## src/rtl/wb_pkg.sv

```systemverilog
// wb_pkg: shared encodings for the retrying Wishbone register slice.
// FSM states, slave response codes and small helpers.
package wb_pkg;

   typedef enum logic [1:0] {
      IDLE    = 2'd0,
      ISSUE   = 2'd1,
      BACKOFF = 2'd2,
      RESP    = 2'd3
   } state_e;

   typedef enum logic [1:0] {
      NONE = 2'd0,
      ACK  = 2'd1,
      ERR  = 2'd2,
      RTY  = 2'd3
   } resp_e;

   // Width needed to hold 0..max_val, never less than one bit.
   function automatic int cnt_width(input int max_val);
      return (max_val < 1) ? 1 : $clog2(max_val + 1);
   endfunction

   // Simultaneous slave terminations resolve as ack > err > rty.
   function automatic resp_e decode_resp(
      input logic ack,
      input logic err,
      input logic rty
   );
      resp_e r;
      r = NONE;
      if (ack) begin
         r = ACK;
      end else if (err) begin
         r = ERR;
      end else if (rty) begin
         r = RTY;
      end
      return r;
   endfunction

endpackage

```

## src/rtl/wb_sat_counter.sv

```systemverilog
// wb_sat_counter: clearable up-counter that holds at MAX_VAL.
// Used for both the retry count and the stall timeout.
module wb_sat_counter #(
   parameter int MAX_VAL = 3,
   parameter int WIDTH   = 2
) (
   input  logic             clk,
   input  logic             rst_n,
   input  logic             clr_i,
   input  logic             inc_i,
   output logic [WIDTH-1:0] cnt_o
);

   localparam logic [WIDTH-1:0] LIMIT = WIDTH'(MAX_VAL);

   logic [WIDTH-1:0] cnt_q;
   logic [WIDTH-1:0] cnt_d;

   // Clear wins over increment; increment stops at the limit.
   always_comb begin
      cnt_d = cnt_q;
      if (clr_i) begin
         cnt_d = '0;
      end else if (inc_i && (cnt_q < LIMIT)) begin
         cnt_d = cnt_q + 1'b1;
      end
   end

   // Count register with synchronous reset.
   always_ff @(posedge clk) begin
      if (!rst_n) begin
         cnt_q <= '0;
      end else begin
         cnt_q <= cnt_d;
      end
   end

   assign cnt_o = cnt_q;

endmodule

```

## src/rtl/wb_reg_retry.sv

```systemverilog
// wb_reg_retry: registered Wishbone master-to-slave slice.
// Reissues on slave RTY, times out silent slaves, aborts on CYC drop.
module wb_reg_retry
   import wb_pkg::*;
#(
   parameter int DATA_WIDTH   = 32,
   parameter int ADDR_WIDTH   = 32,
   parameter int SELECT_WIDTH = DATA_WIDTH / 8,
   parameter int TIMEOUT      = 255,
   parameter int MAX_RETRY    = 3
) (
   input  logic                    clk,
   input  logic                    rst_n,
   input  logic [ADDR_WIDTH-1:0]   wbm_adr_i,
   input  logic [DATA_WIDTH-1:0]   wbm_dat_i,
   output logic [DATA_WIDTH-1:0]   wbm_dat_o,
   input  logic                    wbm_we_i,
   input  logic [SELECT_WIDTH-1:0] wbm_sel_i,
   input  logic                    wbm_stb_i,
   output logic                    wbm_ack_o,
   output logic                    wbm_err_o,
   output logic                    wbm_rty_o,
   input  logic                    wbm_cyc_i,
   output logic [ADDR_WIDTH-1:0]   wbs_adr_o,
   input  logic [DATA_WIDTH-1:0]   wbs_dat_i,
   output logic [DATA_WIDTH-1:0]   wbs_dat_o,
   output logic                    wbs_we_o,
   output logic [SELECT_WIDTH-1:0] wbs_sel_o,
   output logic                    wbs_stb_o,
   input  logic                    wbs_ack_i,
   input  logic                    wbs_err_i,
   input  logic                    wbs_rty_i,
   output logic                    wbs_cyc_o,
   output logic                    timeout_o
);

   localparam int RW = cnt_width(MAX_RETRY);
   localparam int TW = cnt_width(TIMEOUT);

   localparam logic [RW-1:0] RETRY_LIM = RW'(MAX_RETRY);
   localparam logic [TW-1:0] TO_LAST =
      TW'((TIMEOUT > 0) ? TIMEOUT - 1 : 0);
   localparam bit TO_EN = (TIMEOUT > 0);

   state_e state_q;
   state_e state_d;
   resp_e  resp;

   logic [RW-1:0] retry_cnt;
   logic [TW-1:0] to_cnt;
   logic          retry_ok;
   logic          to_hit;
   logic          retry_clr;
   logic          retry_inc;
   logic          to_clr;
   logic          to_inc;
   logic          req;

   logic                    wbs_cyc_q, wbs_cyc_d;
   logic                    wbs_stb_q, wbs_stb_d;
   logic                    wbs_we_q,  wbs_we_d;
   logic [ADDR_WIDTH-1:0]   wbs_adr_q, wbs_adr_d;
   logic [DATA_WIDTH-1:0]   wbs_dat_q, wbs_dat_d;
   logic [SELECT_WIDTH-1:0] wbs_sel_q, wbs_sel_d;
   logic [DATA_WIDTH-1:0]   wbm_dat_q, wbm_dat_d;
   logic                    wbm_ack_q, wbm_ack_d;
   logic                    wbm_err_q, wbm_err_d;
   logic                    wbm_rty_q, wbm_rty_d;
   logic                    timeout_q, timeout_d;

   assign req  = wbm_cyc_i && wbm_stb_i;
   assign resp = decode_resp(wbs_ack_i, wbs_err_i, wbs_rty_i);

   // Retries restart with each captured request.
   assign retry_clr = (state_q == IDLE);
   assign retry_inc = (state_q == ISSUE) && wbm_cyc_i
                      && (resp == RTY);
   assign retry_ok  = (retry_cnt < RETRY_LIM);

   // Stall time restarts on every (re)issue.
   assign to_clr = (state_q != ISSUE);
   assign to_inc = (state_q == ISSUE) && (resp == NONE);
   assign to_hit = TO_EN && (to_cnt == TO_LAST);

   wb_sat_counter #(
      .MAX_VAL (MAX_RETRY),
      .WIDTH   (RW)
   ) u_retry_cnt (
      .clk   (clk),
      .rst_n (rst_n),
      .clr_i (retry_clr),
      .inc_i (retry_inc),
      .cnt_o (retry_cnt)
   );

   wb_sat_counter #(
      .MAX_VAL (TIMEOUT),
      .WIDTH   (TW)
   ) u_to_cnt (
      .clk   (clk),
      .rst_n (rst_n),
      .clr_i (to_clr),
      .inc_i (to_inc),
      .cnt_o (to_cnt)
   );

   // State register.
   always_ff @(posedge clk) begin
      if (!rst_n) begin
         state_q <= IDLE;
      end else begin
         state_q <= state_d;
      end
   end

   // Next-state: CYC drop aborts, responses beat the timeout.
   always_comb begin
      state_d = state_q;
      unique case (state_q)
         IDLE: begin
            if (req) begin
               state_d = ISSUE;
            end
         end
         ISSUE: begin
            if (!wbm_cyc_i) begin
               state_d = IDLE;
            end else if (resp == RTY) begin
               state_d = retry_ok ? BACKOFF : RESP;
            end else if (resp != NONE) begin
               state_d = RESP;
            end else if (to_hit) begin
               state_d = RESP;
            end
         end
         BACKOFF: begin
            state_d = wbm_cyc_i ? ISSUE : IDLE;
         end
         RESP: begin
            state_d = IDLE;
         end
         default: begin
            state_d = IDLE;
         end
      endcase
   end

   // Output values for the next cycle; responses are one-cycle pulses.
   always_comb begin
      wbs_cyc_d = wbm_cyc_i;
      wbs_stb_d = 1'b0;
      wbs_we_d  = 1'b0;
      wbs_adr_d = wbs_adr_q;
      wbs_dat_d = wbs_dat_q;
      wbs_sel_d = wbs_sel_q;
      wbm_dat_d = wbm_dat_q;
      wbm_ack_d = 1'b0;
      wbm_err_d = 1'b0;
      wbm_rty_d = 1'b0;
      timeout_d = 1'b0;
      unique case (state_q)
         IDLE: begin
            if (req) begin
               wbs_adr_d = wbm_adr_i;
               wbs_dat_d = wbm_dat_i;
               wbs_sel_d = wbm_sel_i;
               wbs_we_d  = wbm_we_i;
               wbs_stb_d = 1'b1;
            end
         end
         ISSUE: begin
            if (wbm_cyc_i) begin
               unique case (resp)
                  ACK: begin
                     wbm_ack_d = 1'b1;
                     wbm_dat_d = wbs_dat_i;
                  end
                  ERR: begin
                     wbm_err_d = 1'b1;
                     wbm_dat_d = '0;
                  end
                  RTY: begin
                     if (retry_ok) begin
                        wbs_we_d = wbs_we_q;
                     end else begin
                        wbm_rty_d = 1'b1;
                        wbm_dat_d = '0;
                     end
                  end
                  default: begin
                     if (to_hit) begin
                        wbs_cyc_d = 1'b0;
                        wbm_err_d = 1'b1;
                        timeout_d = 1'b1;
                        wbm_dat_d = '0;
                     end else begin
                        wbs_stb_d = 1'b1;
                        wbs_we_d  = wbs_we_q;
                     end
                  end
               endcase
            end
         end
         BACKOFF: begin
            if (wbm_cyc_i) begin
               wbs_stb_d = 1'b1;
               wbs_we_d  = wbs_we_q;
            end
         end
         RESP: begin
            wbs_stb_d = 1'b0;
         end
         default: begin
            wbs_stb_d = 1'b0;
         end
      endcase
   end

   // Output and capture registers.
   always_ff @(posedge clk) begin
      if (!rst_n) begin
         wbs_cyc_q <= 1'b0;
         wbs_stb_q <= 1'b0;
         wbs_we_q  <= 1'b0;
         wbs_adr_q <= '0;
         wbs_dat_q <= '0;
         wbs_sel_q <= '0;
         wbm_dat_q <= '0;
         wbm_ack_q <= 1'b0;
         wbm_err_q <= 1'b0;
         wbm_rty_q <= 1'b0;
         timeout_q <= 1'b0;
      end else begin
         wbs_cyc_q <= wbs_cyc_d;
         wbs_stb_q <= wbs_stb_d;
         wbs_we_q  <= wbs_we_d;
         wbs_adr_q <= wbs_adr_d;
         wbs_dat_q <= wbs_dat_d;
         wbs_sel_q <= wbs_sel_d;
         wbm_dat_q <= wbm_dat_d;
         wbm_ack_q <= wbm_ack_d;
         wbm_err_q <= wbm_err_d;
         wbm_rty_q <= wbm_rty_d;
         timeout_q <= timeout_d;
      end
   end

   assign wbs_cyc_o = wbs_cyc_q;
   assign wbs_stb_o = wbs_stb_q;
   assign wbs_we_o  = wbs_we_q;
   assign wbs_adr_o = wbs_adr_q;
   assign wbs_dat_o = wbs_dat_q;
   assign wbs_sel_o = wbs_sel_q;
   assign wbm_dat_o = wbm_dat_q;
   assign wbm_ack_o = wbm_ack_q;
   assign wbm_err_o = wbm_err_q;
   assign wbm_rty_o = wbm_rty_q;
   assign timeout_o = timeout_q;

endmodule

```

## config.mk

```make
export PLATFORM = sky130hd
export DESIGN_NAME = wb_reg_retry
export DESIGN_NICKNAME = d
export VERILOG_FILES = /design/src/rtl/wb_pkg.sv /design/src/rtl/wb_sat_counter.sv /design/src/rtl/wb_reg_retry.sv
export SDC_FILE = /design/constraint.sdc
export NUM_CORES = 1
export LEC_CHECK = 0
export CAP_MARGIN = 10
export CORE_ASPECT_RATIO = 0.8
export CORE_MARGIN = 2
export CORE_UTILIZATION = 41
export DETAILED_ROUTE_END_ITERATION = 7
export PLACE_DENSITY = 0.79
export REMOVE_ABC_BUFFERS = 1
export SKIP_LAST_GASP = 1
export SYNTH_ARGS = -nofsm -noshare
export SYNTH_HDL_FRONTEND = slang
export SYNTH_SLANG_ARGS = --single-unit
```

## constraint.sdc

```tcl
create_clock -name clk -period 2.43 [get_ports clk]
set_clock_uncertainty 0.2 [all_clocks]
set_input_delay 0.6075 -clock clk [delete_from_list [all_inputs] [get_ports clk]]
set_output_delay 0.6075 -clock clk [all_outputs]
set_load 0.01 [all_outputs]
```

# [Word-level counts from Yosys, hierarchy flattened]
# Index checks and enable logic that the tools add are counted.
# Widths: inputs -> output; s select.
[totals] romBits=0 elab_cells=91 latch_bits=0 mem_count=0 in_bits=108 reg_bits=119 ram_bits=0
[classes] addsub=2 n_div=0 n_eq_ne=14 n_bitwise=3 shifts=0 n_lt_le_gt_ge=2 reduce_logical=22 mul=0 mux=34
[ops] operator="$pmux 32 s3" count=1
[ops] operator="$mux 32" count=2
[ops] operator="$mux 1" count=18
[ops] operator="$mux 2" count=8
[ops] operator="$add 8x1->8 const B" count=1
[ops] operator="$eq 2x2->1 const B" count=4
[ops] operator="$eq 8x8->1 const B" count=1
[ops] operator="$lt 8x8->1 const B" count=1
[ops] operator="$pmux 2 s4" count=1
[ops] operator="$reduce_and 4->1" count=2
[ops] operator="$reduce_or 2->1" count=4
[ops] operator="$logic_and 1x1->1" count=6
[ops] operator="$reduce_and 3->1" count=2
[ops] operator="$reduce_or 6->1" count=1
[ops] operator="$ne 5x3->1 const B" count=1
[ops] operator="$ne 5x4->1 const B" count=1
[ops] operator="$eq 2x1->1 const B" count=2
[ops] operator="$logic_not 2->1" count=2
[ops] operator="$ne 2x1->1 const B" count=2
[ops] operator="$ne 2x2->1 const B" count=2
[ops] operator="$ne 4x4->1 const B" count=1
[ops] operator="$pmux 1 s2" count=2
[ops] operator="$pmux 1 s4" count=1
[ops] operator="$reduce_and 2->1" count=2
[ops] operator="other kinds (7)" count=9

# [Depth between registers and ports, before layout]
# Gate-level depths: netlist of the first run.
[logic_depth] depth_word=8 mapped_depth=7 ltp_nobuf=5

# [Cells and area by module]
# Synthesis of the first run repeated with hierarchy kept, for this count alone.
[unflattened] hier_cells=541 hier_area_um2=4765.8
[by_module_without_submodules] mod="wb_reg_retry" area_each_um2=4245.3 cells_per_inst=486 n_inst=1
[by_module_without_submodules] mod="wb_sat_counter (u_to_cnt)" area_each_um2=421.7 cells_per_inst=46 n_inst=1
[by_module_without_submodules] mod="wb_sat_counter (u_retry_cnt)" area_each_um2=98.8 cells_per_inst=9 n_inst=1

# [Worst setup path before layout of the first run]
# Ideal clock, no wire load.
[synth_path] kind="input to register" from="input wbs_ack_i" to="register wbm_dat_q[10], in the netlist wbm_dat_o[10]" path_stages=5 setup_slack_ps=471 setup_ps=89 n_path_buf=1 arrival_ps=1670 required_ps=2141 cell_sequence="or3_4 > a41oi_4 > nor2_4 > buf_6 > a311oi_2"
[synth_via] elab_chain_len=4
[synth_rtl] element="start: declaration" line="wb_reg_retry.sv:30" text="input logic wbs_ack_i,"
[synth_rtl] element="$mux 2 *" line="wb_pkg.sv:32" text="if (ack) begin"
[synth_rtl] element="$eq 2x2->1 / $eq 2x1->1 (equally long branches)" line="wb_reg_retry.sv:173" text="unique case (resp)"
[synth_rtl] element="$reduce_bool 4->1 (no line) / $ne 2x2->1 (equally long branches)"
[synth_rtl] element="$reduce_and 4->1 (no line)"
[synth_rtl] element="end signal: assignment" line="wb_reg_retry.sv:240" text="wbm_dat_q <= wbm_dat_d;"
[synth_rtl] element="end: declaration" line="wb_reg_retry.sv:65" text="logic [DATA_WIDTH-1:0] wbm_dat_q, wbm_dat_d;"
# Every way passes the cells marked *; elsewhere a longest branch is shown, timed or not.
# A chain may end at the register's enable or synchronous reset.

# [Worst setup path in the final report of the first run]
[layout_path] from="input wbs_ack_i" to="register wbm_dat_q[0], in the netlist wbm_dat_o[0]"
# Same word-level chain as after synthesis.

==> results of run 1 <==
-- final cells by class --
cell class                      count  area, µm²  share of cell area
Sequential cell                   119       2380               0.308
Tap cell                          144        180              0.0233
Timing Repair Buffer              237       2430               0.314
Multi-Input combinational cell    379       2130               0.276
Clock inverter                     14        176              0.0228
Inverter                            2       10.0             0.00129
Clock buffer                       18        429              0.0555
-- how the worst min path moves through the flow --
stage | cells past startpoint | slack [ps] | startpoint | to
3_5_place_dp | 2 | 250 | wbs_dat_o[23] | wbs_dat_o[23]
5_1_grt | 2 | 270 | wbs_dat_o[26] | wbs_dat_o[26]
3_3_place_gp | 2 | 240 | wbs_adr_o[31] | wbs_adr_o[31]
6_report | 2 | 250 | wbs_dat_o[26] | wbs_dat_o[26]
4_1_cts | 2 | 260 | wbs_dat_o[23] | wbs_dat_o[23]
2_1_floorplan | 2 | 240 | u_retry_cnt.cnt_o[1] | u_retry_cnt.cnt_o[1]
-- power groups by stage --
| stage | Clock (mW) | Sequential, mW | Combinational, mW |
|---|---|---|---|
| global route | 2.65 | 2.06 | 0.656 |
| finish | 2.53 | 2.05 | 0.610 |
| global placement | 0 | 2.09 | 0.593 |
| CTS | 2.57 | 2.05 | 0.610 |
| floorplan | 0 | 2.12 | 0.173 |
| detailed placement | 0 | 2.09 | 0.604 |
-- kinds of logic (layout without fill, tap and decap cells) --
family	after synthesis	after routing	synth area share
buffers and inverters	42	271	0.0442
XOR/XNOR	4	4	0.00745
flip-flops	119	119	0.507
adder cells (fa/ha/maj)	3	3	0.00798
multiplexers	1	1	0.00213
AO/OA/AOI/OAI	151	151	0.238
AND/OR/NAND/NOR	219	220	0.194
-- worst min-delay path, cell delays in order, from the launching register on --
cell and delay (ps):
dfxtp_1 300, nand2_1 50, a21oi_1 50
-- routing by layer --
layer,vias to the layer above,share of wire,global-route usage
met3,12,0.079,0.0699
met1,2168,0.42,0.262
met2,153,0.49,0.389
li1,2298,-,-
met5,-,0,0
met4,0,0.011,0.0726
-- flip-flops by register name (all words and copies together) (netlist names), 2 cells and up --
register / flops
wbs_dat_o: 32
state_q: 2
u_to_cnt.cnt_o: 8
wbs_adr_o: 32
wbs_sel_o: 4
u_retry_cnt.cnt_o: 2
wbm_dat_o: 32
-- stage by stage --
stage	setup TNS, ps	hold WS [ps]
floorplan	-46740	240
global placement	-9210	241
detailed placement	-11590	248
CTS	0	256
global route	-14.2	267
finish	0	253
-- synthesized netlist by cell type (4+ instances only) --
cell	number
clkbuf_1	25
dfxtp_1	119
a311oi_2	29
a21oi_1	105
buf_2	7
buf_6	4
and3_1	4
nand2_1	178
nand3_1	6
nor2_1	13
-- repair_timing --
action	CTS	global route
resized for setup	0	1
hold endpoints to repair	0	0
setup endpoints to repair	0	32
==> results_dict.tcl, run 1 <==
set metrics [dict create \
    avgRoutedWirePerCell_um 15.7 \
    syn-cell-area_mm2 0.00470 \
    final_nets 867 \
    tightest_slew_ps 779 \
    synth_seq_cells 119 \
    cpMaxStageDelayCell "nor4b_2" \
    antenna_cells 0 \
    finalCritPeriodShare 0.989 \
    ant_nets 0 \
    final_cell_mix "clkdlybuf4s50_1 (214), nand2_1 (178), dfxtp_1 (119)" \
    synth-edff-count 0 \
    grt_overflow 0 \
    endpoint "wbm_dat_o[0]" \
    drt_pass1_iterations 7 \
    dieHeight_um 99.8 \
    timing.rr.start "u_retry_cnt.cnt_o[0]" \
    dieArea_mm2 0.0123 \
    endpoint_kind "flop" \
    place_congestion 0.788 \
    root_buffer "clkbuf_16" \
    r2r_cells 4 \
    drive_above_1_share 0.126 \
    cts_inserted_buffers 17 \
    p_clk_frac 0.487 \
    final_common_cell "clkdlybuf4s50_1" \
    min_path_type "flop to flop" \
    timing.reg2reg.setup_slack_ps 220 \
    cts_sinks 119 \
    final_area_mm2 0.00774 \
    path_cells "clkdlybuf4s50_1 > buf_4 > nor4b_2 > nor2_4 > a311oi_1" \
    synthFlopType "dfxtp_1" \
    htree_num_levels 4 \
    initial_core_util 0.427 \
    cp_top_family "simple AND/OR/NAND/NOR gates" \
    fin_util 0.702 \
    cp.depth 5 \
    p_per_area_mw_per_mm2 670 \
    gr-usage-all-layers 0.224 \
    io_pins 215 \
    max_stage_delay_ps 690 \
    status "complete, no violations" \
    synth_top_area_frac 0.507 \
    cts_setup_buffers 0 \
    coreArea_mm2 0.0110 \
    row_count 34 \
    switching_share 0.233 \
    setup_viol 0 \
    worst-path-buf-inv 2 \
    cts_tree "yes" \
    rsz0062_at_grt "true" \
    ir_worst_vdd_mv 0.364 \
    clk_pin_slew_ps 60 \
    crit_required_ps 2540 \
    syn_area_per_cell_um2 8.73 \
    hold_violations 0 \
    post-dp-hpwl_um 9860 \
    timing.rr.end "wbm_dat_o[0]" \
    clk_latency_ps 400 \
    power_frac_comb 0.118 \
    yosys_warnings 0 \
    port_buffers 214 \
    synthTopCellsByArea "dfxtp_1 (51%), nand2_1 (14%), a21oi_1 (11%)" \
    seqPwrFrac 0.395 \
    maxCapViolations 0 \
    dp_slack_ps -375 \
    grt_max_degree 69 \
    ys_types 43 \
    p_sw_mw 1.21 \
    dp_cells 880 \
    slew_violations 0 \
    synth_top_area_cell "dfxtp_1" \
    vias 4631 \
    p_leak_nw 2.62 \
    wl_um 14300 \
    viasPerCell 5.07 \
    area_growth_pct 64.5 \
    setup_ws_ps 27.5 \
    place_area_mm2 0.00712 \
    grt_pass1_wl_um 21800 \
    max_slew_margin 0.479 \
    yosysSeqAreaShare 0.507 \
    worstPathMaxFanout 17 \
    grt_pass1_vias 4488 \
    die_w_um 124 \
    critPathKind "primary input to flop" \
    p_int_mw 3.98 \
    ctsHoldBuffers 0 \
    worstPathArrival_ps 2510 \
    fmaxAchievable_ghz 0.416 \
    drtIter0Drc 255 \
    synthCells 539 \
    totalPowerFinal_mw 5.19 \
    num-fill-cells 812 \
    min_period_ps 2400 \
    crit_start "wbs_ack_i" \
    antenna_found_initial 0 \
    worstSetupStartpointType "primary input" \
    async_reset_ff_frac 0 \
    final_cells 913 \
    clock_path_buffers 2 \
    drc_errors 0 \
]
Power figures use the tool's default switching activity.
==> inputs of run 2 (changes only) <==
CTS_CLUSTER_DIAMETER = 60   (was unset)
==> results of run 2 <==
The final DEF is identical to that of run 1; final timing and power are the same.
==> inputs of run 3 (changes only) <==
PLACE_DENSITY = 0.91   (was 0.79)
==> run 3 against run 2 <==
  * First-iteration DRC count down 1.6%
  * Die area unchanged
  * Register-to-register slack got worse by 150 ps
  * Maximum frequency rose by 1.8%
  * Non-clock buffer count is 3 lower
  * Clock power down 8.3%
  * Critical endpoint is now wbm_dat_o[8]
  * Critical path depth decreased by 1
  * Combinational power is 2% lower
  * Sequential power barely moved
==> results_dict.tcl, run 3 (synthesis gave the netlist of run 1 again) <==
set metrics [dict create \
    status "complete, no violations" \
    dp_cells 877 \
    antenna_found_initial 0 \
    viasPerCell 5.14 \
    area_growth_pct 62.2 \
    tightest_slew_ps 1000 \
    ir_worst_vdd_mv 0.440 \
    fin_util 0.692 \
    cts_tree "yes" \
    grt_max_degree 69 \
    dieHeight_um 99.8 \
    gr-usage-all-layers 0.222 \
    setup_viol 0 \
    whs_path_depth 2 \
    crit_required_ps 2460 \
    final_cells 909 \
    avgRoutedWirePerCell_um 15.3 \
    cts_setup_buffers 0 \
    htree_num_levels 4 \
    totalPowerFinal_mw 4.97 \
    fmaxAchievable_ghz 0.424 \
    initial_core_util 0.427 \
    coreArea_mm2 0.0110 \
    timing.rr.start "u_to_cnt.cnt_o[4]" \
    min-delay-start "wbs_adr_o[21]" \
    vias 4676 \
    endpoint_kind "flop" \
    drc_errors 0 \
    root_buffer "clkbuf_16" \
    antenna_cells 0 \
    slew_violations 0 \
    critPathKind "flop to flop" \
    num-fill-cells 767 \
    grt_pass1_wl_um 21500 \
    grt_pass1_vias 4642 \
    cts_sinks 119 \
    min_path_type "flop to flop" \
    crit_start "u_to_cnt.cnt_o[4]" \
    worst_hold_slack_ps 255 \
    row_count 34 \
    cts_inserted_buffers 17 \
    hold_violations 0 \
    port_buffers 214 \
    drt_pass1_iterations 4 \
    finalCritPeriodShare 0.971 \
    place_congestion 0.850 \
    clock_path_buffers 2 \
    min_period_ps 2360 \
    final_cell_mix "clkdlybuf4s50_1 (214), nand2_1 (178), dfxtp_1 (119)" \
    drive_above_1_share 0.120 \
    worstPathArrival_ps 2390 \
    r2r_cells 4 \
    grt_overflow 0 \
    timing.rr.end "wbm_dat_o[8]" \
    post-dp-hpwl_um 9580 \
    place_area_mm2 0.00706 \
    ctsHoldBuffers 0 \
    drtIter0Drc 251 \
    worstPathMaxFanout 16 \
    cts_resized 0 \
    dieArea_mm2 0.0123 \
    timing.reg2reg.setup_slack_ps 70 \
    worst_hold_path.endpoint "wbs_adr_o[21]" \
    max_slew_margin 0.331 \
    p_leak_nw 2.58 \
    final_nets 864 \
    clk_latency_ps 400 \
    final_common_cell "clkdlybuf4s50_1" \
    maxCapViolations 0 \
    die_w_um 124 \
    final_area_mm2 0.00763 \
    clk_pin_slew_ps 50 \
    io_pins 215 \
    worstSetupStartpointType "flop" \
    p_per_area_mw_per_mm2 652 \
    ant_nets 0 \
    wl_um 13900 \
]
-- run 3: changes by cell type in the layout (fill, tap and decap cells not counted), sizes merged --
cell / previous run / this run
clkbuf: 18 / 23
buf: 23 / 20
inv: 4 / 1
bufinv: 3 / 1
clkinvlp: 5 / 3
clkinv: 4 / 5
-- run 3: stage by stage --
step / TNS, ps / setup WS (ps)
2_1_floorplan: -46740 / -1290
3_3_place_gp: -8640 / -266
3_5_place_dp: -11050 / -369
4_1_cts: 0 / 29.6
5_1_grt: -1.00 / -0.649
6_report: 0 / 71.0
-- run 3: critical path: stages, from the launching register on --
cell	delay (ps)
dfxtp_1	430
and4_1	340
a41oi_4	190
nor2_2	820
a311oi_2	210
-- run 3: area by class of cell --
type | instances | area (µm²) | area share
Sequential cell | 119 | 2380 | 0.312
Timing Repair Buffer | 234 | 2370 | 0.310
Multi-Input combinational cell | 379 | 2130 | 0.279
Clock buffer | 23 | 488 | 0.0640
Tap cell | 144 | 180 | 0.0236
Clock inverter | 8 | 72.6 | 0.00951
Inverter | 2 | 8.76 | 0.00115
-- run 3: worst max-delay path by stage --
stage / endpoint / slack (ps) / depth (start not counted)
3_3_place_gp: wbm_dat_o[19] / -270 / 5
6_report: wbm_dat_o[8] / 70 / 4
2_1_floorplan: wbm_dat_o[10] / -1290 / 4
3_5_place_dp: wbm_dat_o[16] / -370 / 5
4_1_cts: wbm_dat_o[16] / 30 / 4
5_1_grt: wbm_dat_o[30] / -0.6 / 4
-- run 3: routing by layer --
| layer | wire length (µm) | part of all wire | track usage |
|---|---|---|---|
| met1 | 5600 | 0.40 | 0.250 |
| met4 | 278 | 0.020 | 0.0935 |
| met3 | 1130 | 0.081 | 0.0710 |
| met2 | 6920 | 0.50 | 0.385 |
| met5 | 0 | 0 | 0 |
-- run 3: power by group --
group          total [mW]  internal, mW  switching (mW)
registers            2.05          2.02          0.0353
logic               0.599         0.336           0.263
clock network        2.32          1.50           0.821
total                4.97          3.85            1.12
